==> src/rtl/led16_pkg.sv <==
// ---------------------------------------------------------------------------
// led16_pkg
// Shared definitions for the 16-LED pattern controller:
//   - LED_W           : width of the LED image (one bit per LED)
//   - OP_*            : 3-bit command opcodes
//   - ST_*            : FSM state encoding
//   - bar_image()     : bar-graph image for a 5-bit level (clamped to 16)
//   - is_timed()      : 1 for states that advance on the prescaled tick
// ---------------------------------------------------------------------------
package led16_pkg;

    localparam int LED_W = 16;

    // Command opcodes
    localparam logic [2:0] OP_OFF    = 3'b000;
    localparam logic [2:0] OP_STATIC = 3'b001;
    localparam logic [2:0] OP_BLINK  = 3'b010;
    localparam logic [2:0] OP_SCRL_L = 3'b011;
    localparam logic [2:0] OP_SCRL_R = 3'b100;
    localparam logic [2:0] OP_BAR    = 3'b101;
    localparam logic [2:0] OP_XOR    = 3'b110;
    localparam logic [2:0] OP_RSVD   = 3'b111;

    // FSM state encoding
    localparam logic [2:0] ST_OFF       = 3'd0;
    localparam logic [2:0] ST_STATIC    = 3'd1;
    localparam logic [2:0] ST_BLINK_ON  = 3'd2;
    localparam logic [2:0] ST_BLINK_OFF = 3'd3;
    localparam logic [2:0] ST_SCROLL_L  = 3'd4;
    localparam logic [2:0] ST_SCROLL_R  = 3'd5;

    // Bar graph: the lowest lvl LEDs lit; levels above 16 saturate at all-on.
    // The shift is done 17 bits wide so lvl=16 yields 16'hFFFF after the -1.
    function automatic logic [LED_W-1:0] bar_image(input logic [4:0] lvl_raw);
        logic [4:0]  lvl;
        logic [16:0] wide;
        lvl  = (lvl_raw > 5'd16) ? 5'd16 : lvl_raw;
        wide = (17'h1 << lvl) - 17'h1;
        return wide[LED_W-1:0];
    endfunction

    function automatic logic is_timed(input logic [2:0] st);
        return (st == ST_BLINK_ON) || (st == ST_BLINK_OFF) ||
               (st == ST_SCROLL_L) || (st == ST_SCROLL_R);
    endfunction

endpackage

==> src/rtl/led16_tick_gen.sv <==
// ---------------------------------------------------------------------------
// led16_tick_gen
// Prescaler: counts 0..TICK_DIV-1 while enabled and emits a one-cycle tick
// in the cycle the counter sits at its last value (the wrap cycle).
// Ports:
//   clk   in  1  system clock
//   rst   in  1  synchronous reset, active-high
//   en    in  1  count enable (held value when low)
//   clr   in  1  synchronous clear back to 0 (wins over en)
//   tick  out 1  wrap pulse, only while en=1
// ---------------------------------------------------------------------------
module led16_tick_gen #(
    parameter int TICK_DIV = 50000
) (
    input  logic clk,
    input  logic rst,
    input  logic en,
    input  logic clr,
    output logic tick
);

    localparam int              CNT_W    = $clog2(TICK_DIV);
    localparam logic [CNT_W-1:0] CNT_LAST = CNT_W'(TICK_DIV - 1);

    logic [CNT_W-1:0] cnt_r;

    assign tick = en && (cnt_r == CNT_LAST);

    // Prescale counter with explicit wrap so non-power-of-two dividers work
    always_ff @(posedge clk) begin
        if (rst || clr) begin
            cnt_r <= {CNT_W{1'b0}};
        end else if (en) begin
            cnt_r <= tick ? {CNT_W{1'b0}} : cnt_r + {{(CNT_W-1){1'b0}}, 1'b1};
        end else begin
            cnt_r <= cnt_r;
        end
    end

endmodule

==> src/rtl/led16_pattern_ctrl.sv <==
// ---------------------------------------------------------------------------
// led16_pattern_ctrl
// Owns the 16-bit LED image for the 4x4 matrix scanner. Commands arrive on a
// valid/ready port; static, blink, scroll-left/right and bar-graph images are
// produced, with time-based modes stepping on a prescaled tick.
// Ports:
//   clk        in  1   system clock
//   rst        in  1   synchronous reset, active-high
//   cmd_valid  in  1   command present
//   cmd_ready  out 1   command can be accepted (1 whenever out of reset)
//   cmd_op     in  3   opcode (OP_* in led16_pkg)
//   cmd_data   in  16  pattern / level operand
//   ledbits    out 16  registered image, bit n = LED n
//   busy       out 1   registered, 1 while blink/scroll is active
// ---------------------------------------------------------------------------
module led16_pattern_ctrl
    import led16_pkg::*;
#(
    parameter int TICK_DIV     = 50000,
    parameter int BLINK_TICKS  = 250,
    parameter int SCROLL_TICKS = 100
) (
    input  logic             clk,
    input  logic             rst,
    input  logic             cmd_valid,
    output logic             cmd_ready,
    input  logic [2:0]       cmd_op,
    input  logic [LED_W-1:0] cmd_data,
    output logic [LED_W-1:0] ledbits,
    output logic             busy
);

    localparam int STEP_MAX = (BLINK_TICKS > SCROLL_TICKS) ? BLINK_TICKS : SCROLL_TICKS;
    localparam int STEP_W   = $clog2(STEP_MAX + 1);

    logic [2:0]       state_r,   state_n;
    logic [LED_W-1:0] pattern_r, pattern_n;
    logic [LED_W-1:0] ledbits_r, ledbits_n;
    logic [STEP_W-1:0] step_cnt_r, step_cnt_n;
    logic [STEP_W-1:0] step_limit_s;
    logic             busy_r;
    logic             ready_r;
    logic             accept_s;
    logic             restart_s;
    logic             timed_s;
    logic             tick_s;
    logic             step_s;

    assign accept_s  = cmd_valid && ready_r;
    // XOR and reserved leave the mode's phase untouched
    assign restart_s = accept_s && (cmd_op != OP_XOR) && (cmd_op != OP_RSVD);
    assign timed_s   = is_timed(state_r);

    assign cmd_ready = ready_r;
    assign ledbits   = ledbits_r;
    assign busy      = busy_r;

    led16_tick_gen #(
        .TICK_DIV (TICK_DIV)
    ) u_tick_gen (
        .clk  (clk),
        .rst  (rst),
        .en   (timed_s),
        .clr  (restart_s),
        .tick (tick_s)
    );

    // Ticks per step for the current mode
    always_comb begin
        case (state_r)
            ST_BLINK_ON, ST_BLINK_OFF: step_limit_s = STEP_W'(BLINK_TICKS - 1);
            ST_SCROLL_L, ST_SCROLL_R:  step_limit_s = STEP_W'(SCROLL_TICKS - 1);
            default:                   step_limit_s = {STEP_W{1'b0}};
        endcase
    end

    assign step_s = tick_s && (step_cnt_r == step_limit_s);

    // Step counter next value
    always_comb begin
        step_cnt_n = step_cnt_r;
        if (restart_s) begin
            step_cnt_n = {STEP_W{1'b0}};
        end else if (tick_s) begin
            step_cnt_n = step_s ? {STEP_W{1'b0}} : step_cnt_r + {{(STEP_W-1){1'b0}}, 1'b1};
        end else begin
            step_cnt_n = step_cnt_r;
        end
    end

    // FSM / image next-state: an accepted command overrides a coincident step
    always_comb begin
        state_n   = state_r;
        pattern_n = pattern_r;
        ledbits_n = ledbits_r;
        if (accept_s) begin
            case (cmd_op)
                OP_OFF: begin
                    state_n   = ST_OFF;
                    ledbits_n = {LED_W{1'b0}};
                end
                OP_STATIC: begin
                    state_n   = ST_STATIC;
                    pattern_n = cmd_data;
                    ledbits_n = cmd_data;
                end
                OP_BLINK: begin
                    state_n   = ST_BLINK_ON;
                    pattern_n = cmd_data;
                    ledbits_n = cmd_data;
                end
                OP_SCRL_L: begin
                    state_n   = ST_SCROLL_L;
                    pattern_n = cmd_data;
                    ledbits_n = cmd_data;
                end
                OP_SCRL_R: begin
                    state_n   = ST_SCROLL_R;
                    pattern_n = cmd_data;
                    ledbits_n = cmd_data;
                end
                OP_BAR: begin
                    state_n   = ST_STATIC;
                    ledbits_n = bar_image(cmd_data[4:0]);
                end
                OP_XOR: begin
                    pattern_n = pattern_r ^ cmd_data;
                    // The dark half of a blink stays dark; the new pattern
                    // shows up on the next ON phase.
                    if (state_r == ST_BLINK_OFF) begin
                        ledbits_n = ledbits_r;
                    end else begin
                        ledbits_n = ledbits_r ^ cmd_data;
                    end
                end
                default: begin
                    state_n = state_r;
                end
            endcase
        end else if (step_s) begin
            case (state_r)
                ST_BLINK_ON: begin
                    state_n   = ST_BLINK_OFF;
                    ledbits_n = {LED_W{1'b0}};
                end
                ST_BLINK_OFF: begin
                    state_n   = ST_BLINK_ON;
                    ledbits_n = pattern_r;
                end
                ST_SCROLL_L: begin
                    pattern_n = {pattern_r[LED_W-2:0], pattern_r[LED_W-1]};
                    ledbits_n = {pattern_r[LED_W-2:0], pattern_r[LED_W-1]};
                end
                ST_SCROLL_R: begin
                    pattern_n = {pattern_r[0], pattern_r[LED_W-1:1]};
                    ledbits_n = {pattern_r[0], pattern_r[LED_W-1:1]};
                end
                default: begin
                    state_n = state_r;
                end
            endcase
        end else begin
            state_n = state_r;
        end
    end

    // State, image, counters and handshake registers
    always_ff @(posedge clk) begin
        if (rst) begin
            state_r    <= ST_OFF;
            pattern_r  <= {LED_W{1'b0}};
            ledbits_r  <= {LED_W{1'b0}};
            step_cnt_r <= {STEP_W{1'b0}};
            busy_r     <= 1'b0;
            ready_r    <= 1'b0;
        end else begin
            state_r    <= state_n;
            pattern_r  <= pattern_n;
            ledbits_r  <= ledbits_n;
            step_cnt_r <= step_cnt_n;
            busy_r     <= is_timed(state_n);
            ready_r    <= 1'b1;
        end
    end

endmodule
==> config.mk <==
export PLATFORM = sky130hd
export DESIGN_NAME = led16_pattern_ctrl
export DESIGN_NICKNAME = d
export VERILOG_FILES = /design/src/rtl/led16_pkg.sv /design/src/rtl/led16_tick_gen.sv /design/src/rtl/led16_pattern_ctrl.sv
export SDC_FILE = /design/constraint.sdc
export NUM_CORES = 1
export LEC_CHECK = 0
export BUFFER_PORTS_ARGS = -buffer_cell sky130_fd_sc_hd__buf_4
export CAP_MARGIN = 25
export CORE_ASPECT_RATIO = 0.6
export CORE_MARGIN = 2
export CORE_UTILIZATION = 50
export CTS_CLUSTER_DIAMETER = 60
export DETAILED_ROUTE_END_ITERATION = 8
export PLACE_DENSITY_LB_ADDON = 0.3
export SLEW_MARGIN = 10
export SYNTH_ARGS = -nofsm -noshare
export SYNTH_HDL_FRONTEND = slang
export SYNTH_SLANG_ARGS = --single-unit
==> constraint.sdc <==
create_clock -name clk -period 2.7 [get_ports clk]
set_input_delay 0.27 -clock clk [delete_from_list [all_inputs] [get_ports clk]]
set_output_delay 0.27 -clock clk [all_outputs]
set_load 0.005 [all_outputs]
# ---- Word level (Yosys, flattened, before mapping)
# Index checks and enable logic that the tools add are counted.
dict set report totals {
  register_bits 61
  in_bits 22
  elab_cells 76
}
dict set report classes {
  n_addsub 3
  n_lt_le_gt_ge 1
  n_eq_ne 21
  shifts 1
  n_mux 18
  bitwise_logic 2
  n_reduce_logical 23
}
# operator count
set ops {}
lappend ops {{one-hot mux 16 bit (4 select lines)} 2}
lappend ops {{two-way mux 16 bit} 6}
lappend ops {{one-hot mux 16 bit (2 select lines)} 2}
lappend ops {{bitwise XOR 16 bit} 2}
lappend ops {{equality test 3 bit (second input constant)} 7}
lappend ops {{equality test 3 x 2 -> 1 bit (second input constant)} 6}
lappend ops {{adder 16 x 1 -> 16 bit (second input constant)} 1}
lappend ops {{equality test 16 bit (second input constant)} 1}
lappend ops {{one-hot mux 8 bit (2 select lines)} 1}
lappend ops {{left shift 1 x 5 -> 16 bit (first input constant)} 1}
lappend ops {{subtractor 16 x 1 -> 16 bit (second input constant)} 1}
lappend ops {{one-hot mux 3 bit (5 select lines)} 1}
lappend ops {{inequality test 3 bit (second input constant)} 3}
lappend ops {{adder 8 x 1 -> 8 bit (second input constant)} 1}
lappend ops {{equality test 8 bit} 1}
lappend ops {{two-way mux 8 bit} 1}
lappend ops {{OR reduction 2 bit} 4}
lappend ops {{logical OR 1 bit} 7}
lappend ops {{two-way mux 3 bit} 2}
lappend ops {{one-hot mux 3 bit (2 select lines)} 1}
lappend ops {{> comparator 5 bit (second input constant)} 1}
lappend ops {{logical AND 1 bit} 5}
lappend ops {{two-way mux 5 bit} 1}
lappend ops {{inequality test 5 x 2 -> 1 bit (second input constant)} 1}
lappend ops {{other kinds (10)} 10}

# ---- Logic depth before layout (Yosys ltp)
dict set report depth {
  depth_word 12
  depth_mapped 12
  mapped_depth_nobuf 9
}

# ---- Modules after synthesis
# A second synthesis with hierarchy kept.
dict set report hier_totals {
  hier_cells 612
  area_unflattened_um2 4835.9
}
# module n_inst cells_each area_each_um2 seq_area_each_um2
set modules_own_cells {}
lappend modules_own_cells {led16_pattern_ctrl 1 526 3991.3 900.9}
lappend modules_own_cells {led16_tick_gen 1 86 844.6 320.3}

# ---- Least setup slack after synthesis
# Ideal clock, no wire load.
dict set report synth_timing {
  kind {reg-to-reg}
  from {register state_r[1]}
  to {register pattern_r[2]}
  setup_ns 0.128
  t_arrival_ns 2.306
  required_ns 2.572
  path_slack_ns 0.267
  stages_incl_launch_ff 8
  path_buffers 1
  synth_period_minus_slack_ns 2.433
  path_cell_list {dfxtp_1 xor2_2 or4_1 a2111o_1 o31ai_4 buf_6 mux2i_1 nor2_1}
}
dict set report synth_via {
  elab_chain_cells 8
}
# item line
set synth_lines {}
lappend synth_lines {{from (decl)} led16_pattern_ctrl.sv:36} ;# logic [2:0] state_r, state_n;
lappend synth_lines {{from (signal assigned)} led16_pattern_ctrl.sv:177} ;# state_r <= state_n;
lappend synth_lines {{branches (longest 8 deep; another with one-hot mux 8 bit (2 select lines))} n/a}
lappend synth_lines {{to (signal assigned)} led16_pattern_ctrl.sv:171} ;# pattern_r <= {LED_W{1'b0}};
lappend synth_lines {{to (signal assigned)} led16_pattern_ctrl.sv:178} ;# pattern_r <= pattern_n;
lappend synth_lines {{to (decl)} led16_pattern_ctrl.sv:37} ;# logic [LED_W-1:0] pattern_r, pattern_n;
# Parallel ways; which one is timed is not known. The select of a mux whose other input is x is not followed.
# A chain may end at the register's enable or synchronous reset.

# ---- Worst setup path in the final report
dict set report layout_timing {
  from {register state_r[1]}
  to {register pattern_r[3]}
}
# The elaborated chain is that of the path after synthesis.

==> PnR_summary.wiki <==
{| class="wikitable"
! Metric !! Value
|-
| Result of the run || finished, final reports clean
|-
| RSZ-0062 raised after global routing || false
|-
| Measured slew at the worst slew-check pin || 0.957 ns
|-
| Critical R2R Capture || pattern_r[3]$_SDFFE_PP0P_
|-
| Most used flip-flop cell after synthesis || sky130_fd_sc_hd__dfxtp_1
|-
| Cell at the root of the clock tree || sky130_fd_sc_hd__clkbuf_16
|-
| Highest fanout seen on the critical path || 16
|-
| First-pass iteration count of the detailed router || 6
|-
| Number of hold buffers added after cts || 0
|-
| Reg2reg start || state_r[1]$_SDFF_PP0_
|-
| Number of buffer and inverter stages on the critical path || 1
|-
| Peak clock frequency supported by timing || 0.398 GHz
|-
| Top library cells by usage in the layout, fill and taps aside || sky130_fd_sc_hd__mux2i_1, sky130_fd_sc_hd__nor2_1, sky130_fd_sc_hd__dfxtp_1
|-
| Cell with the biggest individual delay on the critical path || sky130_fd_sc_hd__dfxtp_1
|-
| Worst R2R Path Depth || 7
|-
| Clock Path Buffers || 2
|-
| Count of antenna-violating nets left after detailed routing || 0
|-
| Leakage power || 1.94 nW
|-
| Worst hold start || cmd_data[9]
|-
| Via count of the first global-routing pass || 4,125
|-
| Pin count of the biggest net entering global routing || 36
|-
| Overall track demand over capacity in global routing || 28.3%
|-
| Total congestion overflow || 0
|-
| Number of I/O port buffers || 39
|-
| Distinct cell type count of the synthesized netlist || 61
|-
| Startpoint-to-endpoint class of the critical path || flip-flop to flip-flop
|-
| Layout Skew || 0.0119 ns
|-
| Io pins || 40
|-
| Syn_area_per_cell || 7.64 um^2
|-
| Critical path capture point || pattern_r[3]$_SDFFE_PP0P_
|-
| Ranking of synthesized cells by area || sky130_fd_sc_hd__dfxtp_1, sky130_fd_sc_hd__mux2i_1, sky130_fd_sc_hd__a21oi_1
|-
| Layout Area Growth over Synthesis || 14.8%
|-
| Drc violations || 0
|-
| Clock tree from TritonCTS || yes
|-
| Clock period minus worst slack || 2.51 ns
|-
| Syn nets || 607
|-
| Flop2flop setup slack || 0.19 ns
|-
| Critical path endpoint category || flip-flop
|-
| Area of the die || 9690 um^2
|-
| Post-detailed-route via-to-cell ratio || 6.49
|-
| Synthesized netlist cell count || 582
|-
| Wire length per cell after detailed routing || 19.1 um
|-
| Fraction of synthesis flops using an asynchronous set or reset pin || 0%
|-
| Row Count || 26
|-
| Final number of setup-violating endpoints || 0
|-
| Design Area, Final || 5110 um^2
|-
| Required time of the critical path || 2.92 ns
|-
| Total count of max-transition violations in the final report || 0
|-
| Clock sink count || 61
|-
| FF+latch count, synth || 61
|-
| Final Hold Vio Count || 0
|-
| Cell taking the most area after synthesis || sky130_fd_sc_hd__dfxtp_1
|-
| Number of nets in the layout || 626
|-
| Utilization after layout || 59.5%
|-
| Maximum level of the CTS H-tree || 3
|-
| Post-CTS setup buffer count || 0
|-
| Tcrit/Tclk final || 93.0%
|-
| XOR/XNOR Fraction of Synth Area || 7.65%
|-
| Routability congestion estimate from global placement || 1.03
|-
| Number of cells traversed by the worst hold path || 3
|-
| Max IR drop VDD || 0.308 mV
|-
| Synth warnings || 0
|-
| Die W || 126 um
|-
| Fraction of synthesized cell area taken by the top area cell type || 27.4%
|-
| Number of vias in the routed layout || 4,652
|-
| Cell Area, Placed || 4820 um^2
|-
| Largest family of logic cells by synthesized area || simple AND/OR/NAND/NOR gates
|-
| Startpoint kind of the worst setup timing path || flip-flop
|-
| Worst hold slack || 0.313 ns
|-
| Sequence of cells on the critical path || xor2_2 > nand4_1 > or2_1 > o31ai_4 > buf_12 > mux2i_1 > nor2_1
|-
| Proportion of synthesized area in mux cells || 14.6%
|-
| Worst endpoint data arrival time || 2.73 ns
|-
| CTS Buf Count || 9
|-
| Post-CTS clock slew at the launch and capture registers of the worst setup and hold paths || 0.06 ns
|-
| Total number of cells along the worst setup path || 7
|-
| Detailed Route Iter0 Violations || 548
|-
| Fraction of final layout cells sized beyond drive strength 1 || 12.4%
|-
| Cell family with most CP delay || simple AND/OR/NAND/NOR gates
|-
| Post-synthesis compound-gate area fraction || 22.0%
|-
| Initial Utilization || 51.8%
|-
| Crit-path max cell delay || 0.44 ns
|-
| Detailed-route wire length || 13,700 um
|-
| Number of enable-type register cells in the synthesized netlist || 0
|-
| Post-synthesis sequential area ratio || 27.4%
|-
| Most frequent standard cell in the layout excluding fill and tap cells || sky130_fd_sc_hd__mux2i_1
|-
| Simple-Gate Fraction of Synth Area || 22.4%
|-
| Area share of fa/ha/maj cells after synthesis || 0.844%
|-
| Height of the die || 77.1 um
|-
| HP Class || primary input to flip-flop
|-
| Antenna cell count || 0
|-
| Power per cell area || 483 nW/um^2
|-
| Clock latency on the worst-skew pair || 0.34 ns
|-
| Worst slew margin relative to its limit || 36.1%
|-
| Gates resized, CTS repair || 0
|-
| Number of maximum-capacitance violations || 0
|-
| Core footprint || 8590 um^2
|-
| HPWL after detailed placement || 9850 um
|-
| Netlist area before placement || 4450 um^2
|-
| Initial antenna violation count || 1
|-
| Critical path startpoint || state_r[1]$_SDFF_PP0_
|-
| Final-layout setup total negative slack || 0 ns
|-
| Wire length of the first global-routing pass || 21,900 um
|}
-- tightest hold or removal path, delay by kind of cell --
family          cells  cell delay [ns]
compound gates      2             0.20
buf+inv             1             0.13
-- through the flow --
step                      power (mW)  instances  setup slack, ns
after floorplan                 1.20        582            0.267
after global placement          1.32        702            0.339
after detailed placement        1.33        702            0.241
after CTS                       2.46        717            0.244
after global routing            2.55        717            0.110
final                           2.47        717            0.190
-- worst min path at each step --
stage	endpoint	slack [ns]
2_1_floorplan	u_tick_gen.cnt_r[1]$_SDFFE_PP0P_	0.45
3_3_place_gp	u_tick_gen.cnt_r[1]$_SDFFE_PP0P_	0.46
3_5_place_dp	u_tick_gen.cnt_r[1]$_SDFFE_PP0P_	0.48
4_1_cts	ledbits[9]$_SDFFE_PP0P_	0.31
5_1_grt	pattern_r[8]$_SDFFE_PP0P_	0.35
6_report	ledbits[9]$_SDFFE_PP0P_	0.31
-- report_power, final --
group	switching [mW]	internal [mW]
Clock	0.436	0.706
Combinational	0.228	0.148
Sequential	0.0304	0.921
Total	0.694	1.78
-- flip-flops by register name (all words and copies together), names as in the netlist --
| signal | flops |
|---|---|
| u_tick_gen.cnt_r | 16 |
| pattern_r | 16 |
| busy | 1 |
| step_cnt_r | 8 |
| ledbits | 16 |
| cmd_ready | 1 |
| state_r | 3 |
-- layer usage --
layer / GRT usage (%) / wire (um) / up-vias
met4: 5.49 / 172 / 0
met3: 10.3 / 1840 / 36
met5: 0 / 0 / -
li1: - / - / 2147
met2: 38.1 / 5410 / 301
met1: 42.8 / 6270 / 2168
-- kinds of logic (layout without fill, tap and decap cells) --
family | after synthesis | in the layout
DFF | 61 | 61
xor gates and xnor gates | 38 | 38
AOI/OAI and AO/OA | 154 | 154
muxes | 65 | 65
and+or+nand+nor | 204 | 204
adders and majority gates | 3 | 3
buffers and inverters | 57 | 80
-- cells in the mapped netlist (5+ instances only) --
library cell / instances
sky130_fd_sc_hd__o22ai_1: 8
sky130_fd_sc_hd__nand4_1: 13
sky130_fd_sc_hd__inv_1: 11
sky130_fd_sc_hd__and2_1: 7
sky130_fd_sc_hd__or3_1: 5
sky130_fd_sc_hd__xnor2_1: 15
sky130_fd_sc_hd__nor2_1: 62
sky130_fd_sc_hd__nor3_1: 11
sky130_fd_sc_hd__dfxtp_1: 61
sky130_fd_sc_hd__xor2_1: 22
sky130_fd_sc_hd__a211oi_1: 9
sky130_fd_sc_hd__o21ai_0: 28
sky130_fd_sc_hd__clkbuf_1: 34
sky130_fd_sc_hd__nand3_1: 20
sky130_fd_sc_hd__nand2_1: 47
sky130_fd_sc_hd__a21oi_1: 57
sky130_fd_sc_hd__a31oi_1: 10
sky130_fd_sc_hd__nand2b_1: 6
sky130_fd_sc_hd__nor2b_1: 7
sky130_fd_sc_hd__buf_1: 7
sky130_fd_sc_hd__mux2i_1: 65
-- layout make-up --
type	instances	area, um^2
clock buffer	9	225
clock inverter	6	65.1
fill	791	3480
inverter	12	45.0
multi-input combinational	464	3000
sequential	61	1220
tap	112	140
timing repair buffer	53	410
(Power assumes the default switching activity.)
